<file path="src/rtl/snn_output_classifier.sv">
// Scans the output spike count RAM after a run and reports the winning neuron
// (max count, lowest index on ties), its count, the total count and tie/no-spike flags.
module snn_output_classifier #(
    parameter int NUM_OUTPUTS            = 1,
    parameter int OUTPUT_SPIKE_ADDR_BITS = 4,
    parameter int COUNT_WIDTH            = 32
) (
    input  logic                                        S_AXI_ACLK,
    input  logic                                        S_AXI_ARESETN,
    input  logic                                        start,
    output logic                                        mem_req,
    output logic [OUTPUT_SPIKE_ADDR_BITS-1:0]           mem_addr,
    input  logic [COUNT_WIDTH-1:0]                      mem_data_in,
    output logic                                        busy,
    output logic                                        done,
    output logic                                        result_valid,
    output logic [OUTPUT_SPIKE_ADDR_BITS-1:0]           winner_idx,
    output logic [COUNT_WIDTH-1:0]                      winner_count,
    output logic [COUNT_WIDTH+OUTPUT_SPIKE_ADDR_BITS-1:0] total_count,
    output logic                                        tie,
    output logic                                        no_spike,
    output logic [1:0]                                  dbg_state
);

    localparam int AW = OUTPUT_SPIKE_ADDR_BITS;
    localparam int CW = AW + 1;
    localparam int TW = COUNT_WIDTH + AW;
    localparam logic [CW-1:0] LAST_CNT  = CW'(NUM_OUTPUTS);
    localparam logic [AW-1:0] LAST_ADDR = AW'(NUM_OUTPUTS - 1);

    // Handshake: start is a 1-cycle request honoured only in IDLE; done is a 1-cycle
    // pulse with results valid from that cycle; mem_data_in must be valid the cycle
    // after mem_addr is presented with mem_req high.
    typedef enum logic [1:0] {
        S_IDLE = 2'd0,
        S_SCAN = 2'd1,
        S_DONE = 2'd2
    } state_t;

    state_t r_state;
    state_t w_state_nxt;

    logic [CW-1:0]          r_cnt;
    logic [AW-1:0]          r_addr;
    logic [COUNT_WIDTH-1:0] r_max;
    logic [AW-1:0]          r_idx;
    logic [TW-1:0]          r_total;
    logic                   r_tie;

    logic [COUNT_WIDTH-1:0] r_winner_count;
    logic [AW-1:0]          r_winner_idx;
    logic [TW-1:0]          r_total_count;
    logic                   r_tie_out;
    logic                   r_no_spike;
    logic                   r_result_valid;

    logic                   w_data_vld;
    logic                   w_last;
    logic [AW-1:0]          w_data_idx;
    logic [COUNT_WIDTH-1:0] w_max_nxt;
    logic [AW-1:0]          w_idx_nxt;
    logic [TW-1:0]          w_total_nxt;
    logic                   w_tie_nxt;

    // r_cnt is the number of cycles spent in SCAN; data for entry r_cnt-1 is on the bus.
    assign w_data_vld = (r_state == S_SCAN) && (r_cnt != '0);
    assign w_last     = w_data_vld && (r_cnt == LAST_CNT);
    assign w_data_idx = r_cnt[AW-1:0] - AW'(1);

    always_comb begin
        w_state_nxt = r_state;
        case (r_state)
            S_IDLE:  if (start) w_state_nxt = S_SCAN;
            S_SCAN:  if (w_last) w_state_nxt = S_DONE;
            S_DONE:  w_state_nxt = S_IDLE;
            default: w_state_nxt = S_IDLE;
        endcase
    end

    always_comb begin
        w_max_nxt   = r_max;
        w_idx_nxt   = r_idx;
        w_tie_nxt   = r_tie;
        w_total_nxt = r_total;
        if (w_data_vld) begin
            w_total_nxt = r_total + {{AW{1'b0}}, mem_data_in};
            if (mem_data_in > r_max) begin
                w_max_nxt = mem_data_in;
                w_idx_nxt = w_data_idx;
                w_tie_nxt = 1'b0;
            end else if ((mem_data_in == r_max) && (mem_data_in != '0)) begin
                w_tie_nxt = 1'b1;
            end
        end
    end

    always_ff @(posedge S_AXI_ACLK or negedge S_AXI_ARESETN) begin
        if (!S_AXI_ARESETN) begin
            r_state <= S_IDLE;
        end else begin
            r_state <= w_state_nxt;
        end
    end

    always_ff @(posedge S_AXI_ACLK or negedge S_AXI_ARESETN) begin
        if (!S_AXI_ARESETN) begin
            r_cnt          <= '0;
            r_addr         <= '0;
            r_max          <= '0;
            r_idx          <= '0;
            r_total        <= '0;
            r_tie          <= 1'b0;
            r_winner_count <= '0;
            r_winner_idx   <= '0;
            r_total_count  <= '0;
            r_tie_out      <= 1'b0;
            r_no_spike     <= 1'b0;
            r_result_valid <= 1'b0;
        end else begin
            case (r_state)
                S_IDLE: begin
                    if (start) begin
                        r_cnt          <= '0;
                        r_addr         <= '0;
                        r_max          <= '0;
                        r_idx          <= '0;
                        r_total        <= '0;
                        r_tie          <= 1'b0;
                        r_winner_count <= '0;
                        r_winner_idx   <= '0;
                        r_total_count  <= '0;
                        r_tie_out      <= 1'b0;
                        r_no_spike     <= 1'b0;
                        r_result_valid <= 1'b0;
                    end
                end
                S_SCAN: begin
                    r_cnt   <= r_cnt + CW'(1);
                    r_max   <= w_max_nxt;
                    r_idx   <= w_idx_nxt;
                    r_total <= w_total_nxt;
                    r_tie   <= w_tie_nxt;
                    // Address saturates at the last entry so it never wraps back to 0.
                    if (r_addr != LAST_ADDR) begin
                        r_addr <= r_addr + AW'(1);
                    end
                    if (w_last) begin
                        r_addr         <= '0;
                        r_winner_count <= w_max_nxt;
                        r_winner_idx   <= w_idx_nxt;
                        r_total_count  <= w_total_nxt;
                        r_tie_out      <= w_tie_nxt;
                        r_no_spike     <= (w_total_nxt == '0);
                        r_result_valid <= 1'b1;
                    end
                end
                default: ;
            endcase
        end
    end

    assign mem_req      = (r_state == S_SCAN);
    assign mem_addr     = r_addr;
    assign busy         = (r_state == S_SCAN);
    assign done         = (r_state == S_DONE);
    assign result_valid = r_result_valid;
    assign winner_idx   = r_winner_idx;
    assign winner_count = r_winner_count;
    assign total_count  = r_total_count;
    assign tie          = r_tie_out;
    assign no_spike     = r_no_spike;
    assign dbg_state    = r_state;

endmodule
</file>
<file path="config.mk">
export PLATFORM = sky130hd
export DESIGN_NAME = snn_output_classifier
export DESIGN_NICKNAME = d
export VERILOG_FILES = /design/src/rtl/snn_output_classifier.sv
export SDC_FILE = /design/constraint.sdc
export NUM_CORES = 1
export LEC_CHECK = 0
export BUFFER_PORTS_ARGS = -buffer_cell sky130_fd_sc_hd__buf_2
export CAP_MARGIN = 0
export CORE_MARGIN = 5
export CORE_UTILIZATION = 55
export DETAILED_ROUTE_END_ITERATION = 7
export PLACE_DENSITY = 0.86
export SLEW_MARGIN = 0
export SYNTH_ARGS = -nofsm -noshare
export SYNTH_HDL_FRONTEND = slang
export SYNTH_SLANG_ARGS = --single-unit
</file>
<file path="constraint.sdc">
create_clock -name S_AXI_ACLK -period 7.2 [get_ports S_AXI_ACLK]
set_clock_uncertainty 0.2 [all_clocks]
set_input_delay 0.72 -clock S_AXI_ACLK [delete_from_list [all_inputs] [get_ports S_AXI_ACLK]]
set_output_delay 0.72 -clock S_AXI_ACLK [all_outputs]
set_load 0.03 [all_outputs]
</file>
After elaboration in Yosys (flattened, before gate mapping)
Cells that the tools add are included.

Register bits: 159. Output and inout port bits: 84.

$add $sub $neg: 4. $lt $le $gt $ge: 1. Equality and inequality tests: 7. Mux-type cells: 36. Reduce and logical (&&, ||, !) cells: 13.

Operators with widths (count): case mux 36 bit (2 select lines) (2); 2-to-1 mux 32 bit (4); case mux 32 bit (2 select lines) (2); 2-to-1 mux 36 bit (3); adder 36 x 32 -> 36 bit (1); zero test 36 bit (1); == test 32 bit (1); greater-than comparator 32 bit (1); nonzero test 32 bit (1); 2-to-1 mux 4 bit (6); case mux 4 bit (2 select lines) (3); case mux 5 bit (2 select lines) (1); case mux 1 bit (2 select lines) (4); 2-to-1 mux 1 bit (7); AND reduction 3 bit (2); adder 5 x 1 -> 5 bit (second input constant) (1); == test 5 x 1 -> 1 bit (second input constant) (1); 2-to-1 mux 5 bit (1); nonzero test 5 bit (1); adder 4 x 1 -> 4 bit (second input constant) (1); 2-to-1 mux 2 bit (2); case mux 2 bit (2 select lines) (1); AND reduction 2 bit (2); nonzero test 4 bit (1); 9 further kinds (11).

Longest topological paths before layout
Depth after elaboration: 7. Gate-level depth with buffers: 15. Depth with buffers taken out: 13.

Worst setup path before layout
OpenSTA, ideal clock, no wires.

Path type: input to register. From: in mem_data_in[0]. To: reg r_no_spike, in the netlist no_spike. Arrival time: 3.583 ns. Data required time: 6.924 ns. Slack: 3.341 ns. Stages on the path: 13. Buffers on the path: 0. Path through: ha_1 > fa_1 > a21o_1 > a311o_1 > o2111a_1 > a211o_1 > a211oi_2 > o41ai_1 > xor2_1 > mux2i_1 > o211ai_1 > or4b_1 > o21ai_1.

Word-level cells in the longest chain between the ends: 5.

RTL lines: start, declared (RTL line 13) `input logic [COUNT_WIDTH-1:0] mem_data_in,`; adder 36 x 32 -> 36 bit (RTL line 86) `w_total_nxt = r_total + {{AW{1'b0}}, mem_data_in};`; 2-to-1 mux 36 bit (RTL line 85) `if (w_data_vld) begin`; zero test 36 bit (RTL line 153) `r_no_spike <= (w_total_nxt == '0);`; 2-to-1 mux 1 bit (RTL line 147) `if (w_last) begin`; case mux 1 bit (2 select lines) (RTL line 120) `case (r_state)`; end signal, assigned (RTL line 153); end, declared (RTL line 54) `logic r_no_spike;`.

No other way between the ends. The select of a mux whose other input is x is not followed. A chain may end at the register's enable or synchronous reset.

Final worst setup path
From: reg r_state[1], in the netlist dbg_state[1]. To: reg r_no_spike, in the netlist no_spike.

Word-level cells in the longest chain between the ends: 6. Elaborated cells on any way between the ends: 12. Those cells by class: eq/ne: 3; mux: 3; reduce/logical: 6.

RTL lines: start, declared (RTL line 40) `state_t r_state;`; start signal, assigned (RTL line 101) `r_state <= w_state_nxt;`; == test 2 x 1 -> 1 bit (RTL line 66, 120); logical AND 1 bit (RTL line 66) `assign w_data_vld = (r_state == S_SCAN) && (r_cnt != '0);`; 2-to-1 mux 36 bit (RTL line 85); zero test 36 bit (RTL line 153); 2-to-1 mux 1 bit (RTL line 147); case mux 1 bit (2 select lines) (RTL line 120).

Parallel ways exist; a longest one is shown, timed or not. The select of a mux whose other input is x is not followed.

==> impl_metrics.yaml <==
logic_synthesis:
  syn_area_per_cell_um2: 8.848
  yosys_warnings: 0
  ys_ff_latch: 159
  synth_cell_types: 73
  synth-edff-count: 0
  syn-cell-area_um2: 9662
  seq_area_frac_synth_pct: 41.18
  synth_area_leaders: "dfrtp_1 41%, ha_1 9.1%, nand2_1 8.0%"
  async_flop_share_pct: 100.0
  synth_top_area_share_pct: 41.18
  syn_nets: 1198
  yosys-top-cells-count: "205 x nand2_1, 159 x dfrtp_1, 75 x a21oi_1, 72 x nor2_1, 71 x o21ai_0"
  synth_most_common_cell: "nand2_1"
  ys.flop_type: "dfrtp_1"
  yosysTopAreaCell: "dfrtp_1"
  synthCells: 1092
power:
  internal_power_uw: 2872
  vdd_drop_max_mv: 0.3192
  pwr-share-clk_pct: 15.7
  p_comb_share_pct: 59.4
  switching_share_pct: 51.08
  power_leakage_uw: 0.005320
  fin_total_pwr_uw: 5870
  p_sw_uw: 2998
  p_seq_share_pct: 25.0
  power.density_nw_per_um2: 538.8
sta:
  tightest_slew_ns: 0.9849
  slew_headroom_pct: 34.34
  rsz0062_at_grt: "false"
  finalMaxSlewViolations: 0
  setup_tns_ns: 0
  hold_violations: 0
  post-route-period-util_pct: 55.24
  setup_viol: 0
  max_freq_mhz: 251.4
  min_period_ns: 3.977
drt:
  via_count: 8575
  wl_per_cell_um: 18.52
  drt_iter0_drc: 719
  routed_wl_um: 26110
  drcViolationCount: 0
  avgViaCountPerCell: 6.082
  dr.pass1.iters: 5
  ant_nets: 0
critical_path:
  cp-start-kind: "flip-flop"
  cp_max_fo: 70
  cp.arrival_ns: 4.14
  crit_type: "reg -> reg"
  endpoint_kind: "flip-flop"
  r2r_setup_slack_ns: 3.22
  crit_required_ns: 7.37
finish:
  instances_no_fill: 1410
  nFillCells: 1474
  antenna-diode-count: 0
  regArea_um2: 3979
  drive_gt1_share_pct: 15.19
  multiInputGateArea_um2: 5205
  area_growth_pct: 12.76
  nets: 1278
floorplanning:
  rows: 48
  coreArea_um2: 17300
  die_y_um: 142.5
  start_util_pct: 55.86
  die_width_um: 142.5
  ios: 119
  dieArea_um2: 20320
placement:
  dp_hpwl_um: 18540
  dp_cells: 1378
  io_buffers: 118
  gp_congestion: 0.9563
global_routing:
  grt_pass1_wl_um: 42120
  antenna_found_initial: 0
  track_usage_pct: 25.70
  grt_pass1_vias: 8354
  grt_max_degree: 102
  grt_overflow_total: 0
worst_hold_path:
  worstHoldPathType: "in -> async"
cts:
  clk_pin_slew_ns: 0.08
  cts_setup_buffers: 0
  cts.htree.levels: 4
  clock_path_buffers: 2
  cts-resized-gates: 0
  clk_latency_ns: 0.45
  hold_buffers: 0
  clock_sinks: 159
  cts_root_buf: "clkbuf_16"
  numCtsBuffers: 17
  cts_tree: "yes"
status:
  status: "finished, final reports clean"
flow_run:
  max-cap-violations: 0
## logic make-up (layout without fill, tap and decap cells)
| family | Yosys count | in the layout | share of synthesized area, % |
|---|---|---|---|
| compound gates | 324 | 324 | 22.88 |
| xor+xnor | 36 | 36 | 3.263 |
| fa+ha+maj | 71 | 71 | 9.272 |
| buf+inv | 114 | 207 | 5.245 |
| flops | 159 | 159 | 41.18 |
| mux | 7 | 7 | 0.7252 |
| simple gates | 381 | 381 | 17.43 |
## power by group through the flow
stage                     combinational [uW]  clock [uW]  sequential (uW)
after floorplan                         2420           0             1660
after global placement                  3370           0             1460
after detailed placement                3450           0             1470
after CTS                               3480         925             1460
after global routing                    3840         959             1490
final                                   3480         921             1470
## worst max-delay path, stage by stage (launching register included)
cell and delay (ns):
dfrtp_1 0.40, nand2b_2 0.18, buf_4 0.33, inv_1 0.16, nand4b_1 0.49, inv_1 0.47
nand3_1 0.12, nor3_1 0.19, nand4_1 0.17, nor4b_1 0.37, nand4_1 0.14, or4b_1 0.53
o21ai_1 0.12
## metal layers
metal / vias to the layer above / track usage, % / wire (um)
li1: 4047 / - / -
met1: 4161 / 32.02 / 10710
met2: 301 / 43.82 / 12980
met3: 66 / 5.376 / 1621
met4: 0 / 9.955 / 793
met5: - / 0 / 0
## state kept, by name, indices dropped and copies added, names as in the netlist
signal,cells
r_total,36
total_count,36
r_max,32
winner_count,32
r_cnt,5
mem_addr,4
r_idx,4
winner_idx,4
dbg_state,2
no_spike,1
r_tie,1
result_valid,1
tie,1
## final timing paths
kind                                         end  cells after the start       startpoint
worst min-delay path             winner_count[5]                      1    S_AXI_ARESETN
min in group S_AXI_ACLK          total_count[25]                      2  total_count[25]
max in group asynchronous       winner_count[13]                      2    S_AXI_ARESETN
worst min register to register   total_count[25]                      2  total_count[25]
worst max-delay path                    no_spike                     12     dbg_state[1]
worst max register to register          no_spike                     12     dbg_state[1]
## placed cells by master (no fill, tap or decap), drive strengths merged, types with 6 or more instances in the layout
master,Yosys,final
a21o,33,33
a21oi,78,78
a22o,37,37
a31oi,8,8
and2,7,7
and3,7,7
buf,12,126
clkbuf,53,18
dfrtp,159,159
ha,70,70
inv,49,57
mux2i,7,7
nand2,206,206
nand3,20,20
nand4,22,22
nor2,73,73
nor3,11,11
nor4,10,10
o21a,6,6
o21ai,78,78
o31ai,44,44
xnor2,23,23
xor2,13,13
## per-stage QoR
stage | hold WS [ns] | utilization (%) | area [um^2] | worst slack, ns
2_1_floorplan | 0.2244 | - | 9662 | 3.341
3_3_place_gp | 0.2496 | 59.58 | 10310 | 2.934
3_5_place_dp | 0.2504 | 59.58 | 10310 | 2.857
4_1_cts | 0.2039 | 62.98 | 10890 | 3.184
5_1_grt | 0.2208 | 62.98 | 10890 | 2.939
6_report | 0.1544 | 62.98 | 10890 | 3.223
## cell type report
type                    instances  area share, %
well taps                     225          2.584
clock buffers                  18          4.031
flip-flops and latches        159          36.52
inverters                      49          1.688
repair buffers                126          6.030
multi-input cells             819          47.78
clock inverters                14          1.367
(Power assumes the default switching activity.)
